File: src/rtl/mem_req_initiator_if.sv
// Memory-port bundle of the 128-bit core<->memory request/response protocol.
//   master : the initiator (drives the request pulse, receives the response)
//   slave  : the memory side (receives the request, drives the response)
// Signals
//   mem_req_valid       one-cycle request pulse
//   mem_req_addr        64-bit line address, low nibble always zero
//   mem_req_opcode      4-bit opcode (line load / line store)
//   mem_req_store_data  128-bit store data, zero for loads
//   mem_rsp_valid       response strobe, any cycle after the request pulse
//   mem_rsp_load_data   128-bit response data, valid with mem_rsp_valid
interface mem_req_initiator_if;
  logic         mem_req_valid;
  logic [63:0]  mem_req_addr;
  logic [3:0]   mem_req_opcode;
  logic [127:0] mem_req_store_data;
  logic         mem_rsp_valid;
  logic [127:0] mem_rsp_load_data;

  modport master (
    output mem_req_valid, mem_req_addr, mem_req_opcode, mem_req_store_data,
    input  mem_rsp_valid, mem_rsp_load_data
  );

  modport slave (
    input  mem_req_valid, mem_req_addr, mem_req_opcode, mem_req_store_data,
    output mem_rsp_valid, mem_rsp_load_data
  );
endinterface

File: src/rtl/mem_req_initiator.sv
// Initiator side of the core<->memory line protocol. Arbitrates line requests
// from L1I (loads only) and L1D (loads/stores) round-robin, issues one memory
// request at a time, waits for the response and returns data/ack to the winner.
// Ports
//   clk, reset            clock; synchronous active-low reset
//   l1i_req_*/l1i_rsp_*   L1I request (valid/addr/ready) and response (valid/data)
//   l1d_req_*/l1d_rsp_*   L1D request (valid/addr/store/store_data/ready) and response
//   mem                   memory-port bundle (master side)
//   busy                  transaction in flight
//   err_timeout           sticky: memory did not answer within TIMEOUT_CYCLES
//   l1i_reqs, l1d_reqs    wrapping counts of accepted requests per source
module mem_req_initiator #(
  parameter int unsigned TIMEOUT_CYCLES = 1024,
  parameter logic [3:0]  OPC_LOAD       = 4'd4,
  parameter logic [3:0]  OPC_STORE      = 4'd7
) (
  input  logic                clk,
  input  logic                reset,
  input  logic                l1i_req_valid,
  input  logic [63:0]         l1i_req_addr,
  output logic                l1i_req_ready,
  output logic                l1i_rsp_valid,
  output logic [127:0]        l1i_rsp_data,
  input  logic                l1d_req_valid,
  input  logic [63:0]         l1d_req_addr,
  input  logic                l1d_req_store,
  input  logic [127:0]        l1d_req_store_data,
  output logic                l1d_req_ready,
  output logic                l1d_rsp_valid,
  output logic [127:0]        l1d_rsp_data,
  mem_req_initiator_if.master mem,
  output logic                busy,
  output logic                err_timeout,
  output logic [31:0]         l1i_reqs,
  output logic [31:0]         l1d_reqs
);

  localparam bit          TIMEOUT_EN = (TIMEOUT_CYCLES != 0);
  localparam logic [31:0] WAIT_LAST  = 32'(TIMEOUT_CYCLES) - 32'd1;

  typedef enum logic [1:0] {S_IDLE, S_ISSUE, S_WAIT, S_RESP} state_t;

  state_t      state;
  logic        src_d;       // current transaction belongs to L1D
  logic        src_st;      // current transaction is a store
  logic        last_d;      // source served last was L1D
  logic [31:0] wait_cnt;

  logic any_req;
  logic arb_last_d;
  logic win_d;
  logic win_st;
  logic unused_addr_lsbs;

  // Both valid -> the source not served last; otherwise whoever is asking.
  function automatic logic pick_d(input logic iv, input logic dv, input logic prev_d);
    return dv & (~iv | ~prev_d);
  endfunction

  // Line addresses drop the byte offset; those bits are intentionally ignored.
  assign unused_addr_lsbs = ^{l1i_req_addr[3:0], l1d_req_addr[3:0]};

  assign any_req = l1i_req_valid | l1d_req_valid;
  // RESP arbitrates for the next request itself, so the pointer it uses must
  // already reflect the transaction being completed in that cycle.
  assign arb_last_d = (state == S_RESP) ? src_d : last_d;
  assign win_d      = pick_d(l1i_req_valid, l1d_req_valid, arb_last_d);
  assign win_st     = win_d & l1d_req_store;

  always_ff @(posedge clk) begin
    if (!reset) begin
      state                  <= S_IDLE;
      src_d                  <= 1'b0;
      src_st                 <= 1'b0;
      last_d                 <= 1'b1;   // so that L1I wins the first tie
      wait_cnt               <= '0;
      l1i_req_ready          <= 1'b0;
      l1i_rsp_valid          <= 1'b0;
      l1i_rsp_data           <= '0;
      l1d_req_ready          <= 1'b0;
      l1d_rsp_valid          <= 1'b0;
      l1d_rsp_data           <= '0;
      mem.mem_req_valid      <= 1'b0;
      mem.mem_req_addr       <= '0;
      mem.mem_req_opcode     <= '0;
      mem.mem_req_store_data <= '0;
      busy                   <= 1'b0;
      err_timeout            <= 1'b0;
      l1i_reqs               <= '0;
      l1d_reqs               <= '0;
    end else begin
      l1i_req_ready     <= 1'b0;
      l1d_req_ready     <= 1'b0;
      l1i_rsp_valid     <= 1'b0;
      l1d_rsp_valid     <= 1'b0;
      mem.mem_req_valid <= 1'b0;

      case (state)
        // RESP completes the old transaction and, like IDLE, may accept the
        // next one in the same cycle; this keeps accept-to-accept at 4 cycles.
        S_IDLE, S_RESP: begin
          if (state == S_RESP) last_d <= src_d;
          if (any_req) begin
            src_d                  <= win_d;
            src_st                 <= win_st;
            l1i_req_ready          <= ~win_d;
            l1d_req_ready          <= win_d;
            mem.mem_req_addr       <= win_d ? {l1d_req_addr[63:4], 4'b0}
                                            : {l1i_req_addr[63:4], 4'b0};
            mem.mem_req_opcode     <= win_st ? OPC_STORE : OPC_LOAD;
            mem.mem_req_store_data <= win_st ? l1d_req_store_data : '0;
            if (win_d) l1d_reqs <= l1d_reqs + 32'd1;
            else       l1i_reqs <= l1i_reqs + 32'd1;
            busy  <= 1'b1;
            state <= S_ISSUE;
          end else begin
            busy  <= 1'b0;
            state <= S_IDLE;
          end
        end

        S_ISSUE: begin
          mem.mem_req_valid <= 1'b1;
          wait_cnt          <= '0;
          state             <= S_WAIT;
        end

        S_WAIT: begin
          // The first WAIT cycle is the request pulse itself; a response is
          // only legal, and only counted toward the timeout, after it.
          if (!mem.mem_req_valid) begin
            if (mem.mem_rsp_valid) begin
              if (src_d) begin
                l1d_rsp_valid <= 1'b1;
                l1d_rsp_data  <= src_st ? '0 : mem.mem_rsp_load_data;
              end else begin
                l1i_rsp_valid <= 1'b1;
                l1i_rsp_data  <= mem.mem_rsp_load_data;
              end
              state <= S_RESP;
            end else if (TIMEOUT_EN && (wait_cnt == WAIT_LAST)) begin
              err_timeout <= 1'b1;
              busy        <= 1'b0;
              state       <= S_IDLE;
            end else begin
              wait_cnt <= wait_cnt + 32'd1;
            end
          end
        end

        default: state <= S_IDLE;
      endcase
    end
  end

endmodule

File: src/flat_wrapper.sv
// flat-port wrapper written by rule: the top's interface ports become plain ports
module mem_req_initiator_flat 
#(
  parameter int unsigned TIMEOUT_CYCLES = 1024,
  parameter logic [3:0]  OPC_LOAD       = 4'd4,
  parameter logic [3:0]  OPC_STORE      = 4'd7
)
  (clk, reset, l1i_req_valid, l1i_req_addr, l1i_req_ready, l1i_rsp_valid, l1i_rsp_data, l1d_req_valid, l1d_req_addr, l1d_req_store, l1d_req_store_data, l1d_req_ready, l1d_rsp_valid, l1d_rsp_data, busy, err_timeout, l1i_reqs, l1d_reqs, mem_mem_req_valid, mem_mem_req_addr, mem_mem_req_opcode, mem_mem_req_store_data, mem_mem_rsp_valid, mem_mem_rsp_load_data);
  mem_req_initiator_if mem_i ();
  input  logic clk;
  input  logic reset;
  input  logic l1i_req_valid;
  input  logic [63:0] l1i_req_addr;
  output logic l1i_req_ready;
  output logic l1i_rsp_valid;
  output logic [127:0] l1i_rsp_data;
  input  logic l1d_req_valid;
  input  logic [63:0] l1d_req_addr;
  input  logic l1d_req_store;
  input  logic [127:0] l1d_req_store_data;
  output logic l1d_req_ready;
  output logic l1d_rsp_valid;
  output logic [127:0] l1d_rsp_data;
  output logic busy;
  output logic err_timeout;
  output logic [31:0] l1i_reqs;
  output logic [31:0] l1d_reqs;
  output wire logic [$bits(mem_i.mem_req_valid)-1:0] mem_mem_req_valid;
  output wire logic [$bits(mem_i.mem_req_addr)-1:0] mem_mem_req_addr;
  output wire logic [$bits(mem_i.mem_req_opcode)-1:0] mem_mem_req_opcode;
  output wire logic [$bits(mem_i.mem_req_store_data)-1:0] mem_mem_req_store_data;
  input wire logic [$bits(mem_i.mem_rsp_valid)-1:0] mem_mem_rsp_valid;
  input wire logic [$bits(mem_i.mem_rsp_load_data)-1:0] mem_mem_rsp_load_data;
  assign mem_mem_req_valid = mem_i.mem_req_valid;
  assign mem_mem_req_addr = mem_i.mem_req_addr;
  assign mem_mem_req_opcode = mem_i.mem_req_opcode;
  assign mem_mem_req_store_data = mem_i.mem_req_store_data;
  assign mem_i.mem_rsp_valid = mem_mem_rsp_valid;
  assign mem_i.mem_rsp_load_data = mem_mem_rsp_load_data;
  mem_req_initiator #(.TIMEOUT_CYCLES(TIMEOUT_CYCLES), .OPC_LOAD(OPC_LOAD), .OPC_STORE(OPC_STORE)) u_core (.clk(clk), .reset(reset), .l1i_req_valid(l1i_req_valid), .l1i_req_addr(l1i_req_addr), .l1i_req_ready(l1i_req_ready), .l1i_rsp_valid(l1i_rsp_valid), .l1i_rsp_data(l1i_rsp_data), .l1d_req_valid(l1d_req_valid), .l1d_req_addr(l1d_req_addr), .l1d_req_store(l1d_req_store), .l1d_req_store_data(l1d_req_store_data), .l1d_req_ready(l1d_req_ready), .l1d_rsp_valid(l1d_rsp_valid), .l1d_rsp_data(l1d_rsp_data), .mem(mem_i), .busy(busy), .err_timeout(err_timeout), .l1i_reqs(l1i_reqs), .l1d_reqs(l1d_reqs));
endmodule
File: config.mk
export PLATFORM = sky130hd
export DESIGN_NAME = mem_req_initiator_flat
export DESIGN_NICKNAME = d
export VERILOG_FILES = /design/src/rtl/mem_req_initiator_if.sv /design/src/rtl/mem_req_initiator.sv /design/src/flat_wrapper.sv
export SDC_FILE = /design/constraint.sdc
export NUM_CORES = 1
export LEC_CHECK = 0
export CAP_MARGIN = 10
export CELL_PAD_IN_SITES_DETAIL_PLACEMENT = 1
export CELL_PAD_IN_SITES_GLOBAL_PLACEMENT = 2
export CORE_AREA = 3 3 351 353
export CTS_CLUSTER_SIZE = 20
export DETAILED_ROUTE_END_ITERATION = 10
export DIE_AREA = 0 0 354 356
export PLACE_DENSITY = 0.73
export SLEW_MARGIN = 20
export SYNTH_ARGS = -nofsm -noshare
export SYNTH_HDL_FRONTEND = slang
export SYNTH_SLANG_ARGS = --single-unit
File: constraint.sdc
create_clock -name clk -period 2.43 [get_ports clk]
set_input_delay 0.243 -clock clk [delete_from_list [all_inputs] [get_ports clk]]
set_output_delay 0.243 -clock clk [all_outputs]
set_load 0.005 [all_outputs]
==> results.toml <==
[outcome]
status = "finished clean"

[final_layout]
synthToLayoutAreaGrowth_pct = 70.8
drive_gt1_frac = 0.0832
nets = 3452
design_area_sq_um = 34100
nFillCells = 13800
area.sequential_sq_um = 11100
multi_input_area_sq_um = 8180

[routing]
drc_errors = 0
drtPass1Iterations = 9
vias = 20600
avgRoutedWirePerCell_um = 23.3
first_iter_violations = 1485
viasPerCell = 4.34
antenna_left = 0
drt_wl_total_um = 110000

[yosys]
syn_inst = 2150
synth-edff-count = 0
synth_most_common_cell = "dfxtp_1"
synthTopCellsByCount = "dfxtp_1 (553), nand2_1 (311), nor2_1 (248)"
postSynth.asyncResetShare = 0
yosys_warnings = 0
synth_ff_type = "dfxtp_1"
ys_types = 65
netlist_area_sq_um = 19900
syn_area_per_cell_sq_um = 9.28
synth_seq_area_share = 0.555
yosysTopAreaCell = "dfxtp_1"
yosys.area.top_type_share = 0.555
yosys-top-cells-area = "dfxtp_1 (55%), nand2_1 (5.9%), a22o_1 (5.6%), a22oi_1 (4.8%), nor2_1 (4.7%)"
ys_ff_latch = 553

[critical_path]
crit_arrival_ns = 2.85
cp_slowest_cell = "or4_1"
cp-end-kind = "register"
required_ns = 2.93
cp_max_fo = 10
path_cells = "ha_4, mux2i_1, a2111o_1, or4_1, buf_4, o311ai_2, o41ai_2"
crit_path_max_incr_delay_ns = 0.55
worstSetupPathType = "reg2reg"
critPathLaunchType = "register"

[timing]
rsz0062_at_grt = "no"
setup_slack_ns = 0.0800
tightestPinTransition_ns = 0.676
hold_slack_ns = 0.197
maxSlewHeadroom = 0.550
final.setup.tns_ns = 0
finalHoldViolCount = 0
max_freq_ghz = 0.426
period_share = 0.967
fin_crit_ns = 2.35
clock-skew-final_ns = 0.0241
setup_viol = 0
slew_viol_final = 0

[global_routing]
grt-ovfl-total = 0
grt_pass1_vias = 20900
grt_start_max_net_pins = 136
track_usage = 0.166
antenna_found_initial = 33
grt_pass1_wl_um = 154000

[die]
fp-row-count = 127
die_h_um = 356
initial_core_util = 0.166
io_pins = 913
die-area_sq_um = 126000
core_area_sq_um = 120000
die_width_um = 354

[clock_network]
numCtsBuffers = 70
htreeDepth = 3
cts.clk_slew.worst_paths_ns = 0.06
holdBufCountCts = 0
clock_latency_ns = 0.63
root_buffer = "clkbuf_16"
cts_tree = "built"
clk_path_buf_depth = 3
cts_sinks = 553

[place]
hpwl_um = 85300
gp_congestion = 0.824
place_ws_ns = -0.0334
dpl_cell_area_sq_um = 31500
portBuffers = 899

[power]
pwr_density_cell_nw_per_um2 = 681
irDropWorstVdd_mv = 0.461
finalPower_mw = 23.2
leakage_nw = 11.6

[job]
drv_cap = 0

[worst_hold_path]
min_path_type = "in2reg"
==> final cells by class <==
cell class / count / area share
timing repair buffer: 1013 / 0.297
clock buffer: 106 / 0.0623
sequential: 553 / 0.325
multi-input combinational: 1394 / 0.240
clock inverter: 22 / 0.0113
inverter: 24 / 0.00286
antenna: 20 / 0.00147
tap: 1612 / 0.0592
==> stage by stage <==
stage,std cells,util
after CTS,4723,0.283
after detailed placement,4595,0.262
after floorplan,2154,-
after global placement,4595,0.262
after global routing,4730,0.283
final,4744,0.284
==> placed cells by master (no fill, tap or decap), types with 16 or more instances in the layout <==
cell type and n:
o21ai_0 24, nor2_1 248, or3_1 20, xnor2_1 34, diode_2 20, dfxtp_1 551, buf_12 22, nor4_1 24
a21oi_1 163, nor3_1 22, a222oi_1 60, buf_4 91, clkdlybuf4s50_1 899, nand2_1 311, clkbuf_16 73, nand3_1 39
clkbuf_1 16, clkbuf_8 17, inv_1 23, nand4_1 28, a22o_1 128, a22oi_1 128
==> registers in the layout, summed over array words and instances (netlist names), 2 cells and up <==
| name | cells |
|---|---|
| u_core.l1d_rsp_data | 128 |
| u_core.state | 2 |
| u_core.l1i_reqs | 32 |
| u_core.mem.mem_req_store_data | 128 |
| u_core.wait_cnt | 32 |
| u_core.l1d_reqs | 32 |
| u_core.mem.mem_req_opcode | 2 |
| u_core.l1i_rsp_data | 128 |
| u_core.mem.mem_req_addr | 60 |
==> critical path, delay by kind of cell, from the launching register on <==
family	cells	cell delay, ns
buf+inv	1	0.21
compound gates	3	0.79
fa+ha+maj	1	0.17
flops	1	0.36
simple gates	1	0.55
mux	1	0.14
==> final timing paths <==
| kind | start | endpoint | slack [ns] | cells after the start |
|---|---|---|---|---|
| max | u_core.state[1]$_SDFFE_PN0P_ | u_core.l1i_reqs[28]$_SDFFE_PN0P_ | 0.08 | 7 |
| min | mem_mem_rsp_load_data[66] | u_core.l1i_rsp_data[66]$_SDFFE_PN0P_ | 0.20 | 3 |
| max reg2reg | u_core.state[1]$_SDFFE_PN0P_ | u_core.l1i_reqs[28]$_SDFFE_PN0P_ | 0.08 | 7 |
| min reg2reg | u_core.l1i_rsp_data[6]$_SDFFE_PN0P_ | u_core.l1i_rsp_data[6]$_SDFFE_PN0P_ | 0.45 | 2 |
==> per-layer routing <==
metal  vias up  routed length (um)  track usage
met1     10100               42700        0.187
li1       9619                   -            -
met3       165                9470       0.0617
met2       713               54300        0.285
met4        20                3830       0.0674
met5         -                 137            0
==> what timing repair did <==
item / CTS / global route
setup endpoints to repair: 4 / 13
setup buffers: 0 / 1
pin swaps: 0 / 2
gates resized for setup: 3 / 8
==> cell families (layout without fill, tap and decap cells) <==
kind of cell	Yosys count	count (layout)	synth area share
AOI/OAI and AO/OA	585	585	0.215
adders and majority gates	6	6	0.00376
buffers and inverters	207	1165	0.0408
other	1	25	0.000188
muxes	6	6	0.00307
and+or+nand+nor	756	756	0.167
DFF	553	553	0.555
xor gates and xnor gates	36	36	0.0158
==> report_power, final <==
part / leakage [nW] / switching, mW / internal [mW]
Sequential: 4.47 / 0.138 / 9.27
Clock: 1.22 / 4.41 / 6.93
Combinational: 5.90 / 1.16 / 1.28
No activity file was read; power rests on OpenSTA's default activity.
==> edit 1 (same settings) <==
Put one more register stage on the output `err_timeout`, with the module's reset. The value now appears one clock later. The other outputs are not delayed to match. Comments in the files are not updated.
--- a/src/rtl/mem_req_initiator.sv
+++ b/src/rtl/mem_req_initiator.sv
@@ -39,6 +39,8 @@
   localparam logic [31:0] WAIT_LAST  = 32'(TIMEOUT_CYCLES) - 32'd1;
 
   typedef enum logic [1:0] {S_IDLE, S_ISSUE, S_WAIT, S_RESP} state_t;
+
+  logic err_timeout_s0;
 
   state_t      state;
   logic        src_d;       // current transaction belongs to L1D
@@ -85,7 +87,7 @@
       mem.mem_req_opcode     <= '0;
       mem.mem_req_store_data <= '0;
       busy                   <= 1'b0;
-      err_timeout            <= 1'b0;
+      err_timeout_s0         <= 1'b0;
       l1i_reqs               <= '0;
       l1d_reqs               <= '0;
     end else begin
@@ -139,7 +141,7 @@
               end
               state <= S_RESP;
             end else if (TIMEOUT_EN && (wait_cnt == WAIT_LAST)) begin
-              err_timeout <= 1'b1;
+              err_timeout_s0 <= 1'b1;
               busy        <= 1'b0;
               state       <= S_IDLE;
             end else begin
@@ -153,5 +155,13 @@
     end
   end
 
+  always_ff @(posedge clk) begin
+    if (!reset) begin
+      err_timeout <= '0;
+    end else begin
+      err_timeout <= err_timeout_s0;
+    end
+  end
+
 endmodule
 
Function: not settled (the Yosys comparison gave no result); the edit may change what the design does.
==> edit 1 against the original RTL <==
Power down 3.4%; wire length down 4.1%; clock power down 6%; worst setup slack better by 0.087 ns; sequential cell count up 1; synthesized area down 0.92%; final area down 1.1%; first-iteration DRC count down 7.4%; critical path type unchanged; largest cell class unchanged; largest power group unchanged.
==> edit 1: results (changes against the original RTL) <==
Global routing:
- The pin count of the biggest net entering global routing is 130 (-4.4%).
- The first-pass GRT wire length is 148000 um (-3.8%).
- The total global-route track usage is 15.9% (-0.71 points).
- The number of antenna violations at the first check in global routing came to 19 (-42%).
- The via count of the first global-routing pass is 20200 (-3.3%).

Synth:
- The synthesized netlist cell count is 2120 (-1.4%).
- Ranked by instance count, the synthesized netlist is headed by dfxtp_1, nand2_1, nor2_1, a21oi_1, clkbuf_1.
- The most common flop cell mapped by yosys is dfxtp_1.
- The sequential fraction of the synthesis area came to 56.1% (+0.62 points).
- The count of different cell masters after synthesis was 59 (-9.2%).
- The number of warnings reported in the yosys synthesis log is 0 (unchanged).
- In the post-synthesis netlist, the biggest area contributors are dfxtp_1, nand2_1, a22o_1.

Route:
- The violation count after the first detailed-routing iteration is 1375 (-7.4%).
- The wire length after detailed routing came to 106000 um (-4.1%).
- The total iterations of the first detailed-routing run was 8 (-1).
- The routed wire length per instance is 22.6 um (-3.2%).
- The mean number of vias per cell is 4.30 (-0.99%).

Placement:
- The count of input and output buffers is 899 (unchanged).
- The HPWL after detailed placement is 82600 um (-3.3%).
- The final weighted congestion of routability-driven global placement is 0.817 (-0.83%).
- The placed instance count is 4567 (-0.61%).

Worst setup path:
- The worst register-to-register path begins at u_core.state[0].
- The count of cells along the worst register-to-register path was 7 (unchanged).
- The arrival time at the worst endpoint is 2.81 ns (-0.04 ns).
- The cell at the slowest stage of the critical path is or3_1.
- The delay contributed by the slowest stage of the critical path is 0.40 ns (-0.15 ns).
- The highest fanout seen on the critical path is 8 (-2).
- The setup slack on the worst flop-to-flop path is 0.17 ns (+0.09 ns).
- The startpoint kind of the worst setup timing path is a flop.

Clocking:
- The number of H-tree levels is 3 (unchanged).

Pwr:
- The cell internal power dissipation came to 16.6 mW (-4.8%).
- The worst IR drop on VDD is 0.420 mV (-9.0%).
- The static leakage came to 11.6 nW (+0.34%).

Timing:
- The post-route worst hold slack is 0.178 ns (-0.0190 ns).
- The final worst clock skew is 0.0358 ns (+0.0117 ns).
- The slew at the pin closest to its max-slew limit is 0.802 ns (+0.126 ns).

Cells and area:
- The number of filler cells placed in the layout is 13900 (+0.42%).
- The share of post-route cells with drive strength above 1 is 7.76% (-0.56 points).
- The layout net count is 3426 (-0.75%).
- The area added between synthesis and finish is 70.4%.

Status:
- The flow ran to the end, and the final reports show no timing, DRC or antenna violations.

Worst hold path:
- The startpoint identified for the worst hold timing path is mem_mem_rsp_load_data[66].
## edit 1: cell families (layout without fill, tap and decap cells)
| family | count (synthesis) | after routing | synth area share, % |
|---|---|---|---|
| AND/OR/NAND/NOR | 754 | 754 | 16.7 |
| AO/OA/AOI/OAI | 558 | 558 | 20.5 |
| adder cells (fa/ha/maj) | 6 | 6 | 0.380 |
| XOR/XNOR | 49 | 49 | 2.17 |
| other | 1 | 14 | 0.0190 |
| buffers and inverters | 190 | 1146 | 3.76 |
| multiplexers | 8 | 8 | 0.411 |
| flip-flops | 554 | 554 | 56.1 |
## edit 1: critical path: cells and delay by family (launching register included)
family / cells / cell delay (ns)
AOI/OAI and AO/OA: 2 / 0.40
DFF: 1 / 0.39
buffers and inverters: 1 / 0.19
muxes: 1 / 0.37
and+or+nand+nor: 2 / 0.59
adders and majority gates: 1 / 0.25
## edit 1: per-layer routing
layer  share of wire (%)  wire [um]  global-route usage (%)  vias up
met1                  39      41600                    18.0     9831
met5               0.087         92                       0        -
met4                 4.0       4230                    6.96       14
li1                    -          -                       -     9432
met3                  10      11000                    7.18      170
met2                  46      49100                    25.8      747
## edit 1: path summary, 6_finish.rpt
path | endpoint
max | u_core.l1d_reqs[31]
min | u_core.l1i_rsp_data[66]
max reg2reg | u_core.l1d_reqs[31]
min reg2reg | u_core.mem.mem_req_opcode[2]
## edit 1: metrics by stage
stage               util, %  setup TNS [ns]  cell area [um2]  setup WS, ns
floorplan                 -               0            19800         0.218
global placement       26.1               0            31300        0.0140
detailed placement     26.1         -0.0157            31300       -0.0157
CTS                    28.0               0            33600        0.0631
global route           28.0         -0.0669            33700       -0.0368
finish                 28.0               0            33700         0.167
## edit 1: layout make-up
type	instances	area share [%]
sequential	554	32.9
timing repair buffer	1007	30.1
multi-input combinational	1380	23.9
clock buffer	101	6.05
tap	1612	5.99
clock inverter	21	0.799
inverter	17	0.212
antenna	9	0.0669
## edit 1: what timing repair did
item | in CTS | in global routing
resized for setup | 2 | 6
endpoints found under the setup margin | 1 | 12
setup buffers | 0 | 3
## edit 1: power groups by stage
stage	clock [mW]	sequential (mW)	combinational (mW)
after global routing	11.3	9.45	2.58
after detailed placement	0	9.62	2.44
after floorplan	0	9.60	0.743
after CTS	11.0	9.43	2.45
final	10.6	9.43	2.42
after global placement	0	9.62	2.42
==> edit 2 (same settings) <==
Made on the original files. `TIMEOUT_CYCLES` is set to 1024 in 2 places; all go to 768.
--- a/src/rtl/mem_req_initiator.sv
+++ b/src/rtl/mem_req_initiator.sv
@@ -10,7 +10,7 @@
 //   err_timeout           sticky: memory did not answer within TIMEOUT_CYCLES
 //   l1i_reqs, l1d_reqs    wrapping counts of accepted requests per source
 module mem_req_initiator #(
-  parameter int unsigned TIMEOUT_CYCLES = 1024,
+  parameter int unsigned TIMEOUT_CYCLES = 768,
   parameter logic [3:0]  OPC_LOAD       = 4'd4,
   parameter logic [3:0]  OPC_STORE      = 4'd7
 ) (
--- a/src/flat_wrapper.sv
+++ b/src/flat_wrapper.sv
@@ -1,7 +1,7 @@
 // flat-port wrapper written by rule: the top's interface ports become plain ports
 module mem_req_initiator_flat 
 #(
-  parameter int unsigned TIMEOUT_CYCLES = 1024,
+  parameter int unsigned TIMEOUT_CYCLES = 768,
   parameter logic [3:0]  OPC_LOAD       = 4'd4,
   parameter logic [3:0]  OPC_STORE      = 4'd7
 )
Function: not settled (the Yosys comparison gave no result); the edit may change what the design does.
==> edit 2 against the original RTL <==
Final area about the same; largest power group unchanged; sequential power about the same; highest routed layer unchanged; sequential cell count unchanged; synthesized area about the same; cell count up 0.17%; clock skew is 0.0060 ns lower; wire length shrank 1.8%; die area did not move; power is 1.2% lower; worst setup slack gained 0.050 ns; synthesized cell count grew 0.19%.
==> edit 2: results (changes against the original RTL) <==
Status:
- The flow ran to the end, and the final reports show no timing, DRC or antenna violations.

Worst setup path:
- For this design, the slowest cell found on the critical path is dfxtp_1.
- The delay contributed by the slowest stage of the critical path came to 0.34 ns (-0.21 ns).
- The setup slack on the worst flop-to-flop path was 0.13 ns (+0.05 ns).
- The capture instance of the worst register-to-register path is u_core.l1i_reqs[12].
- The launch point of the critical path is u_core.state[0].
- The highest fanout seen on the critical path came to 7 (-3).
- The category of cells accounting for the largest share of critical-path delay is buffers and inverters.

Cells and area:
- The share of post-route cells with drive strength above 1 is 8.16% (-0.17 points).
- The layout net count was 3468 (+0.46%).

Clocking:
- The number of hold-repair buffers added at the cts stage came to 1 (+1).
- The number of buffers created by CTS is 72 (+2.9%).

Pwr:
- The worst IR drop on VDD came to 0.473 mV (+2.5%).
- The net switching share of the total power was 24.9% (+0.26 points).
- The static leakage is 11.7 nW (+1.3%).

Worst hold path:
- The startpoint of the lowest-slack hold path is mem_mem_rsp_load_data[106].

Global routing:
- The first-pass GRT wire length came to 154000 um (about the same).
- The total global-route track usage is 16.4% (-0.23 points).
- The routing usage on met2 is 27.7% (-0.77 points).
- The number of antenna violations at the first check in global routing came to 30 (-9.1%).
- The global routing met3 resource utilization came to 6.51% (+0.33 points).

Synth:
- Sorting the synthesized cells by area gives the leading types as dfxtp_1, nand2_1, a22o_1.
- The sequential fraction of the synthesis area came to 55.4% (about the same).

Placement:
- The post-place setup slack was 0.0137 ns (+0.0471 ns).
- The HPWL after detailed placement is 83800 um (-1.8%).
- The placed instance count is 4608 (+0.28%).

Route:
- The total length of routed met3 wires is 9960 um (+5.2%).
- The total routed wire length on the met1 layer is 43600 um (+2.1%).
- The mean number of vias per cell came to 4.36 (+0.53%).

Timing:
- The time the final worst path needs with I/O delays and setup came to 2.30 ns (-0.0505 ns).
- The post-route worst hold slack is 0.202 ns (+0.00421 ns).
==> edit 2: cell types whose count changed after synthesis, moves of 7 or more <==
| cell | unedited run | this run |
|---|---|---|
| o41ai_1 | 0 | 13 |
| nor2_1 | 248 | 241 |
| xnor2_1 | 34 | 7 |
| nor4_1 | 24 | 14 |
| o21ai_0 | 25 | 39 |
| xor2_1 | 2 | 16 |
| o311ai_0 | 3 | 12 |
| buf_2 | 3 | 15 |
| nor3_1 | 23 | 8 |
| nand4_1 | 28 | 39 |
| clkbuf_1 | 167 | 149 |
==> edit 2: kinds of logic after synthesis <==
group	synth area share, %
AOI/OAI and AO/OA	22.0
xor gates and xnor gates	1.01
adders and majority gates	0.376
buffers and inverters	4.17
DFF	55.4
muxes	0.520
other	0.0188
and+or+nand+nor	16.5
==> edit 2: final cells by class <==
type	count	area, um2
timing repair buffer	1022	10200
antenna	14	35.0
inverter	22	90.1
multi-input combinational	1401	8170
tap	1612	2020
clock inverter	19	318
sequential	553	11100
fill	13800	86100
clock buffer	109	2110
